[config.mk]
export PLATFORM = sky130hd
export DESIGN_NAME = pix_seq_ctrl
export DESIGN_NICKNAME = d
export VERILOG_FILES = /design/src/rtl/pix_ctrl_pkg.sv /design/src/rtl/pix_ctrl_regs.sv /design/src/rtl/pix_seq_ctrl.sv
export SDC_FILE = /design/constraint.sdc
export NUM_CORES = 1
export LEC_CHECK = 0
export ABC_AREA = 1
export CAP_MARGIN = 20
export CORE_ASPECT_RATIO = 1.1
export CORE_MARGIN = 1
export CORE_UTILIZATION = 60
export CTS_CLUSTER_DIAMETER = 30
export DETAILED_ROUTE_END_ITERATION = 7
export DONT_BUFFER_PORTS = 1
export GPL_TIMING_DRIVEN = 0
export PLACE_DENSITY = 0.76
export SYNTH_ARGS = -nofsm -noshare
export SYNTH_HDL_FRONTEND = slang
export SYNTH_HIERARCHICAL = 1
export SYNTH_SLANG_ARGS = --single-unit
[constraint.sdc]
create_clock -name clk -period 3.06 [get_ports clk]
set_input_delay 0.153 -clock clk [delete_from_list [all_inputs] [get_ports clk]]
set_output_delay 0.153 -clock clk [all_outputs]
set_load 0.02 [all_outputs]
[src/rtl/pix_ctrl_pkg.sv]
// Shared types and constants for the pixel sequencer controller.
package pix_ctrl_pkg;

  typedef enum logic [1:0] {
    StIdle   = 2'd0,
    StRun    = 2'd1,
    StDrain  = 2'd2,
    StSwitch = 2'd3
  } state_e;

  localparam logic [3:0] OffCtrl     = 4'h0;
  localparam logic [3:0] OffMode     = 4'h4;
  localparam logic [3:0] OffFrameLen = 4'h8;
  localparam logic [3:0] OffStatus   = 4'hC;

  localparam logic [1:0] ModeBypass = 2'b00;
  localparam logic [1:0] ModeInvert = 2'b01;
  localparam logic [1:0] ModeConv   = 2'b10;

  // The reserved encoding falls back to bypass.
  function automatic logic [1:0] legal_mode(input logic [1:0] m);
    return (m == 2'b11) ? ModeBypass : m;
  endfunction

endpackage

[src/rtl/pix_ctrl_regs.sv]
// CPU-visible register file and single-cycle bus handshake for pix_seq_ctrl.
module pix_ctrl_regs
  import pix_ctrl_pkg::*;
#(
  parameter int unsigned FRAME_PIXELS = 1024,
  parameter int unsigned CNT_W        = 16
) (
  input  logic             clk,
  input  logic             resetn,
  input  logic             iomem_valid,
  output logic             iomem_ready,
  input  logic [3:0]       iomem_wstrb,
  input  logic [3:0]       iomem_addr,
  input  logic [31:0]      iomem_wdata,
  output logic [31:0]      iomem_rdata,
  input  state_e           state,
  input  logic [CNT_W-1:0] frame_cnt,
  input  logic             done_set,
  input  logic             ovf_set,
  output logic             start_req,
  output logic             abort_req,
  output logic             continuous,
  output logic             irq,
  output logic [1:0]       mode,
  output logic [CNT_W-1:0] frame_len
);

  logic             ready_q, cont_q, irq_en_q, done_q, ovf_q;
  logic [1:0]       mode_q;
  logic [CNT_W-1:0] len_q, len_new;
  logic [31:0]      rdata_q, rd_val, wmask, fc_ext;
  logic [3:0]       offset;
  logic             access, wr, wr_ctrl, wr_mode, wr_len, wr_status;
  logic             unused_bits;

  assign access    = iomem_valid && !ready_q;
  assign wr        = access && (iomem_wstrb != 4'b0000);
  assign offset    = {iomem_addr[3:2], 2'b00};
  assign wr_ctrl   = wr && (offset == OffCtrl) && iomem_wstrb[0];
  assign wr_mode   = wr && (offset == OffMode) && iomem_wstrb[0];
  assign wr_len    = wr && (offset == OffFrameLen);
  assign wr_status = wr && (offset == OffStatus) && iomem_wstrb[0];
  assign start_req = wr_ctrl && iomem_wdata[0];
  assign abort_req = wr_ctrl && iomem_wdata[2];

  assign wmask   = {{8{iomem_wstrb[3]}}, {8{iomem_wstrb[2]}}, {8{iomem_wstrb[1]}},
                    {8{iomem_wstrb[0]}}};
  assign len_new = (len_q & ~wmask[CNT_W-1:0]) | (iomem_wdata[CNT_W-1:0] & wmask[CNT_W-1:0]);
  assign fc_ext  = 32'(frame_cnt);

  assign unused_bits = ^{iomem_addr[1:0], wmask, iomem_wdata, fc_ext};

  always_comb begin
    rd_val = '0;
    case (offset)
      OffCtrl:     rd_val = {28'b0, irq_en_q, 1'b0, cont_q, 1'b0};
      OffMode:     rd_val = {30'b0, mode_q};
      OffFrameLen: rd_val = 32'(len_q);
      OffStatus:   rd_val = {fc_ext[15:0], 12'b0, ovf_q, done_q, state};
      default:     rd_val = '0;
    endcase
  end

  always_ff @(posedge clk or negedge resetn) begin
    if (!resetn) begin
      ready_q  <= 1'b0;
      rdata_q  <= '0;
      cont_q   <= 1'b0;
      irq_en_q <= 1'b0;
      mode_q   <= ModeBypass;
      len_q    <= CNT_W'(FRAME_PIXELS);
      done_q   <= 1'b0;
      ovf_q    <= 1'b0;
    end else begin
      ready_q <= access;
      rdata_q <= access ? rd_val : '0;
      if (wr_ctrl) begin
        cont_q   <= iomem_wdata[1];
        irq_en_q <= iomem_wdata[3];
      end
      if (wr_mode) mode_q <= legal_mode(iomem_wdata[1:0]);
      if (wr_len && (len_new != '0)) len_q <= len_new;
      // A hardware set in the same cycle as a clear wins, so no event is lost.
      done_q <= done_set || (done_q && !(wr_status && iomem_wdata[2]));
      ovf_q  <= ovf_set || (ovf_q && !(wr_status && iomem_wdata[3]));
    end
  end

  assign iomem_ready = ready_q;
  assign iomem_rdata = rdata_q;
  assign continuous  = cont_q;
  assign mode        = mode_q;
  assign frame_len   = len_q;
  assign irq         = irq_en_q && (done_q || ovf_q);

endmodule

[src/rtl/pix_seq_ctrl.sv]
// Frame sequencer: feeds a pixel engine one frame at a time and tracks its output count.
module pix_seq_ctrl
  import pix_ctrl_pkg::*;
#(
  parameter int unsigned FRAME_PIXELS = 1024,
  parameter int unsigned CNT_W        = 16
) (
  input  logic        clk,
  input  logic        resetn,
  input  logic        iomem_valid,
  output logic        iomem_ready,
  input  logic [3:0]  iomem_wstrb,
  input  logic [3:0]  iomem_addr,
  input  logic [31:0] iomem_wdata,
  output logic [31:0] iomem_rdata,
  input  logic        pix_in_valid,
  output logic        pix_in_ready,
  input  logic        proc_valid,
  output logic [1:0]  eng_mode,
  output logic        eng_flush,
  output logic        irq
);

  state_e           state_q;
  logic [CNT_W-1:0] in_cnt_q, out_cnt_q, cur_len_q, frame_cnt_q, frame_len, in_cnt_inc;
  logic [1:0]       mode, eng_mode_q;
  logic             eng_flush_q, pix_in_ready_q;
  logic             start_req, abort_req, continuous;
  logic             accept, out_count, frame_end, load_frame, done_set, ovf_set;

  pix_ctrl_regs #(
    .FRAME_PIXELS(FRAME_PIXELS),
    .CNT_W       (CNT_W)
  ) u_regs (
    .clk        (clk),
    .resetn     (resetn),
    .iomem_valid(iomem_valid),
    .iomem_ready(iomem_ready),
    .iomem_wstrb(iomem_wstrb),
    .iomem_addr (iomem_addr),
    .iomem_wdata(iomem_wdata),
    .iomem_rdata(iomem_rdata),
    .state      (state_q),
    .frame_cnt  (frame_cnt_q),
    .done_set   (done_set),
    .ovf_set    (ovf_set),
    .start_req  (start_req),
    .abort_req  (abort_req),
    .continuous (continuous),
    .irq        (irq),
    .mode       (mode),
    .frame_len  (frame_len)
  );

  assign accept     = (state_q == StRun) && pix_in_ready_q && pix_in_valid;
  assign out_count  = proc_valid && ((state_q == StRun) || (state_q == StDrain)) &&
                      (out_cnt_q != cur_len_q);
  // Any engine strobe that cannot be attributed to the current frame is an overflow.
  assign ovf_set    = proc_valid && !out_count;
  assign frame_end  = (state_q == StDrain) && (out_cnt_q == cur_len_q);
  assign done_set   = frame_end && !abort_req;
  assign load_frame = !abort_req && (((state_q == StIdle) && start_req) || (state_q == StSwitch));
  assign in_cnt_inc = in_cnt_q + CNT_W'(1);

  always_ff @(posedge clk or negedge resetn) begin
    if (!resetn) begin
      state_q        <= StIdle;
      in_cnt_q       <= '0;
      out_cnt_q      <= '0;
      cur_len_q      <= CNT_W'(FRAME_PIXELS);
      frame_cnt_q    <= '0;
      eng_mode_q     <= ModeBypass;
      eng_flush_q    <= 1'b0;
      pix_in_ready_q <= 1'b0;
    end else begin
      eng_flush_q <= 1'b0;
      if (abort_req) begin
        state_q        <= StIdle;
        pix_in_ready_q <= 1'b0;
        eng_flush_q    <= 1'b1;
        in_cnt_q       <= '0;
        out_cnt_q      <= '0;
      end else if (load_frame) begin
        // Mode and length are latched here so mid-frame register writes wait a frame.
        state_q        <= StRun;
        pix_in_ready_q <= 1'b1;
        eng_flush_q    <= 1'b1;
        in_cnt_q       <= '0;
        out_cnt_q      <= '0;
        eng_mode_q     <= mode;
        cur_len_q      <= frame_len;
      end else begin
        if (out_count) out_cnt_q <= out_cnt_q + CNT_W'(1);
        case (state_q)
          StRun: begin
            if (accept) begin
              in_cnt_q <= in_cnt_inc;
              if (in_cnt_inc == cur_len_q) begin
                state_q        <= StDrain;
                pix_in_ready_q <= 1'b0;
              end
            end
          end
          StDrain: begin
            if (frame_end) begin
              frame_cnt_q <= frame_cnt_q + CNT_W'(1);
              state_q     <= continuous ? StSwitch : StIdle;
            end
          end
          default: ;
        endcase
      end
    end
  end

  assign pix_in_ready = pix_in_ready_q;
  assign eng_mode     = eng_mode_q;
  assign eng_flush    = eng_flush_q;

endmodule

==> summary by stage <==
Timing
The number of setup violations in the final report is 0. The final total negative setup slack is 0 ns. The final critical path time including I/O delays and setup is 2.771 ns. Static timing analysis puts the maximum clock frequency at roughly 0.36 GHz. After layout, the worst path uses about nine tenths of the clock period.

The worst slew margin relative to its limit is around three fifths. The slew at the pin closest to its max-slew limit is about 0.63 ns. Setup repair after global routing left no endpoint under its margin. The final count of hold timing violations is 0. Final hold analysis gives a worst-case slack of 0.01529 ns.

The final number of max-transition violations came to 0. The setup clock skew after layout is between 0.008 and 0.009 ns.

Floorplan
The die boundary width is around 100 um. The starting density of the core is approximately three fifths. The core region is between 0.01 and 0.015 mm2. The floorplan has 40 rows. The area of the die is 0.01154 mm2. The die boundary height is 112.6 um.

The number of primary I/O pins is between 80 and 90.

Setup path
For the worst flop-to-flop path, the logic depth is 11. The startpoint type of the worst setup path is a flip-flop. STA classifies the critical path endpoint as a flip-flop. The terminus of the critical flop-to-flop path is in_cnt_q[5]. Traced cell by cell, the critical path runs through nor2_1 -> nand2_1 -> nor2_1 -> nand2_1 -> nor2_1 -> a21oi_2 -> inv_1 -> nor2_4 -> nand2_1 -> buf_1 -> o22ai_1. In this run the register-to-register setup slack is between 0.2 and 0.3 ns. For the worst setup path, the data arrival time is 3.05 ns. The largest fanout on the critical path is 10. The cell with the biggest individual delay on the critical path is sky130_fd_sc_hd__dfrtp_1. In this run the critical register-to-register path is launched from u_regs/iomem_ready. The required arrival time at the worst endpoint is between 3 and 4 ns.

The largest single stage delay on the critical path is roughly 0.45 ns. The worst setup path is of the reg -> reg kind.

Cells and area
The layout-stage area growth over the synthesis result is 14.45%. After the flow finishes, the layout carries non-filler instances totaling 1050. Counting the fill cells in the layout gives 902. The final non-filler cell area is around 0.0076 mm2. In the final layout, the share of cells above drive strength 1 is 9.424%.

The final cell utilization of the core is between 70% and 80%. The number of nets in the finished design is 941.

Detailed routing
The first-pass detailed-route iteration total is 5. Detailed routing inserted a total of between 5000 and 6000 vias. The residual antenna-violating net count after detailed routing is 0. The remaining routing DRC violations is 0. The detail-routed via count per cell is roughly 5.6. The average detailed-routed wire length per instance is approximately 16 um.

The routed wire length is 16630 um. The number of violations reported at the end of detailed-routing iteration 0 is approximately 360.

GRT
The global routing usage summed across all routing layers is a little under a third. The initial antenna violation count is 1. The total overflow left after global routing is 0. The first-pass GRT wire length is approximately 28000 um. Entering global routing, the biggest net connects between 100 and 150 pins. The via count of the first global-routing pass is between 5000 and 6000.

Power and ir drop
The largest voltage drop on the vdd net is roughly 0.4 mV. The switching fraction of total power is 34.09%. Summed over all nets, the switching power comes to ~2 mW. The clock network is responsible for approximately a third of the overall power. The internal power of the cells totals about 3.8 mW. For this design the ratio of total power to cell area is 752.5 mW/mm2. The power share of the combinational group is 24.0%. The total leakage power is 3.668 nW. The share of total power dissipated in sequential elements is between 40 and 50%.

Synth
The share of flip-flops with an asynchronous set or reset after synthesis is 100.0%. The number of cells produced by synthesis is 855. For this run, the number of Yosys warnings is 6. The synthesized design contains 0 enable-type register cells. The count of different cell masters after synthesis is 43. Summed over all instances, the cell type with the most area after synthesis is sky130_fd_sc_hd__dfrtp_1. The synthesized design devotes to its leading area cell type 46.17% of total area.

After synthesis, the mean cell area works out to between 7 and 8 um2. Sorting the synthesized cells by area gives the leading types as sky130_fd_sc_hd__dfrtp_1, sky130_fd_sc_hd__nand2_1, sky130_fd_sc_hd__nand3_1, sky130_fd_sc_hd__nor2_1, sky130_fd_sc_hd__inv_1. The fraction of the yosys area taken by sequential cells is 46.96%. The cell area after synthesis is 0.006666 mm2. The dominant synthesized flop cell is sky130_fd_sc_hd__dfrtp_1.

When the netlist entered floorplanning its net count stood at just over 900. The register bit count reported by yosys is around 130.

Hold path
The path class of the tightest hold or removal check is in -> reg. The worst hold path endpoint is u_regs/frame_len[10]. The number of instances on the worst hold path is 4.

The startpoint of the worst hold path is iomem_wdata[10].

Placement
The post-detailed-placement half-perimeter wirelength is 11720 um. The total cell area at the placement stage is slightly below 0.007 mm2. Routability-driven placement finished with a final weighted congestion of about 0.9. Port buffering added 0 buffers. Once placement completed, the tool counted placed cells totaling between 1000 and 1500.

CTS
Post-CTS timing repair inserted 0 buffers for setup. The library cell used as clock root buffer is sky130_fd_sc_hd__clkbuf_16. The clock slew seen by the registers of the worst setup and hold paths is 0.05 ns. The CTS tree is done. The CTS sink count is 125. In this run the deepest clock path goes through 2 buffers. The number of clock buffers added by TritonCTS is 17. The later-pin clock latency in the skew report is 0.42 ns.

The H-tree was split into 4 levels.

Job
Max-cap violations in this run came to 0.

Outcome
The run finished with clean final reports.
## power by group through the flow
stage	Sequential [mW]	Clock, mW	Combinational (mW)
after detailed placement	2.35	0	1.30
after floorplan	2.22	0	1.05
after global routing	2.37	2.13	1.56
after CTS	2.33	2.05	1.37
after global placement	2.35	0	1.26
final	2.34	2.03	1.38
## layout by cell type (no fill, tap or decap), types with 3 or more instances in the layout
master,n
sky130_fd_sc_hd__nand3_1,74
sky130_fd_sc_hd__or2_2,3
sky130_fd_sc_hd__inv_1,78
sky130_fd_sc_hd__o211ai_1,3
sky130_fd_sc_hd__o21ai_0,28
sky130_fd_sc_hd__xnor2_1,11
sky130_fd_sc_hd__o21ai_1,11
sky130_fd_sc_hd__clkbuf_1,11
sky130_fd_sc_hd__xor2_1,24
sky130_fd_sc_hd__o41ai_1,3
sky130_fd_sc_hd__clkinv_2,3
sky130_fd_sc_hd__nand4_1,23
sky130_fd_sc_hd__nor2_2,7
sky130_fd_sc_hd__dfrtp_1,123
sky130_fd_sc_hd__dlygate4sd3_1,14
sky130_fd_sc_hd__o22ai_1,9
sky130_fd_sc_hd__clkbuf_16,17
sky130_fd_sc_hd__inv_2,7
sky130_fd_sc_hd__nor2_1,81
sky130_fd_sc_hd__nor4_1,3
sky130_fd_sc_hd__nor3_1,15
sky130_fd_sc_hd__nor2_4,7
sky130_fd_sc_hd__clkbuf_8,6
sky130_fd_sc_hd__nand2_1,271
sky130_fd_sc_hd__buf_2,5
sky130_fd_sc_hd__nand2_2,8
sky130_fd_sc_hd__a21oi_1,16
sky130_fd_sc_hd__ha_1,7
sky130_fd_sc_hd__buf_6,3
## state kept, by name (all words and copies together) (netlist names), 2 cells and up
register,count
cur_len_q,16
eng_mode,2
frame_cnt_q,16
in_cnt_q,16
out_cnt_q,16
state_q,2
u_regs/frame_len,16
u_regs/iomem_rdata,32
u_regs/mode,2
## through the flow
stage	power, mW	setup slack, ns
floorplan	3.267	0.8615
global placement	3.607	0.2572
detailed placement	3.652	0.2430
CTS	5.750	0.2186
global route	6.058	0.001640
finish	5.741	0.2889
## logic make-up after synthesis
logic type / Yosys count / synth area share, %
DFF: 125 / 46.96
buffers and inverters: 108 / 6.869
and+or+nand+nor: 502 / 33.18
adders and majority gates: 7 / 1.314
AOI/OAI and AO/OA: 76 / 6.400
xor gates and xnor gates: 37 / 5.274
## worst max-delay path: cells and delay by family (launching register included)
| family | cells | cell delay (ns) |
|---|---|---|
| simple gates | 7 | 1.25 |
| buf+inv | 2 | 0.64 |
| flops | 1 | 0.45 |
| compound gates | 2 | 0.29 |
## cell type report
cell class              count  area, um2  share of cell area (%)
flip-flops and latches    125       3131                   41.03
multi-input cells         622       3085                   40.44
clock buffers              26      519.2                   6.806
inverters                  86      325.3                   4.264
well taps                 147      183.9                   2.411
repair buffers             15      167.7                   2.197
plain buffers              22      132.6                   1.738
clock inverters             6      82.58                   1.082
diodes                      1      2.502                 0.03280
## cell usage after synthesis, types with 11 or more instances
| master | number |
|---|---|
| sky130_fd_sc_hd__nand2_1 | 271 |
| sky130_fd_sc_hd__inv_1 | 78 |
| sky130_fd_sc_hd__nor3_1 | 15 |
| sky130_fd_sc_hd__nor2_1 | 82 |
| sky130_fd_sc_hd__dfrtp_1 | 123 |
| sky130_fd_sc_hd__o21ai_0 | 28 |
| sky130_fd_sc_hd__a21oi_1 | 16 |
| sky130_fd_sc_hd__xnor2_1 | 11 |
| sky130_fd_sc_hd__nand3_1 | 74 |
| sky130_fd_sc_hd__o21ai_1 | 11 |
| sky130_fd_sc_hd__nand4_1 | 23 |
| sky130_fd_sc_hd__xor2_1 | 24 |
## metal layers
layer / global-route usage (%) / part of all wire, % / vias to the layer above
met4: 16.95 / 3.9 / 0
met1: 41.42 / 43 / 2801
li1: - / - / 2828
met2: 48.89 / 48 / 172
met5: 0 / 0 / -
met3: 6.538 / 5.2 / 46
## worst max-delay path by stage
| stage | start | endpoint | slack (ns) | cells after the start |
|---|---|---|---|---|
| finish | u_regs/iomem_ready | in_cnt_q[5] | 0.29 | 11 |
| global route | u_regs/iomem_ready | in_cnt_q[10] | 0.002 | 11 |
| CTS | u_regs/iomem_ready | cur_len_q[0] | 0.22 | 11 |
| detailed placement | u_regs/iomem_ready | cur_len_q[11] | 0.24 | 11 |
| global placement | u_regs/iomem_ready | eng_mode[1] | 0.26 | 11 |
| floorplan | u_regs/iomem_ready | eng_mode[1] | 0.86 | 11 |
## repair_timing
action                     4_1_cts  5_1_grt
gates resized for setup          0        2
hold buffers                    15        0
hold endpoints to repair       143        0
setup endpoints to repair        0       12
(Power assumes the default switching activity.)
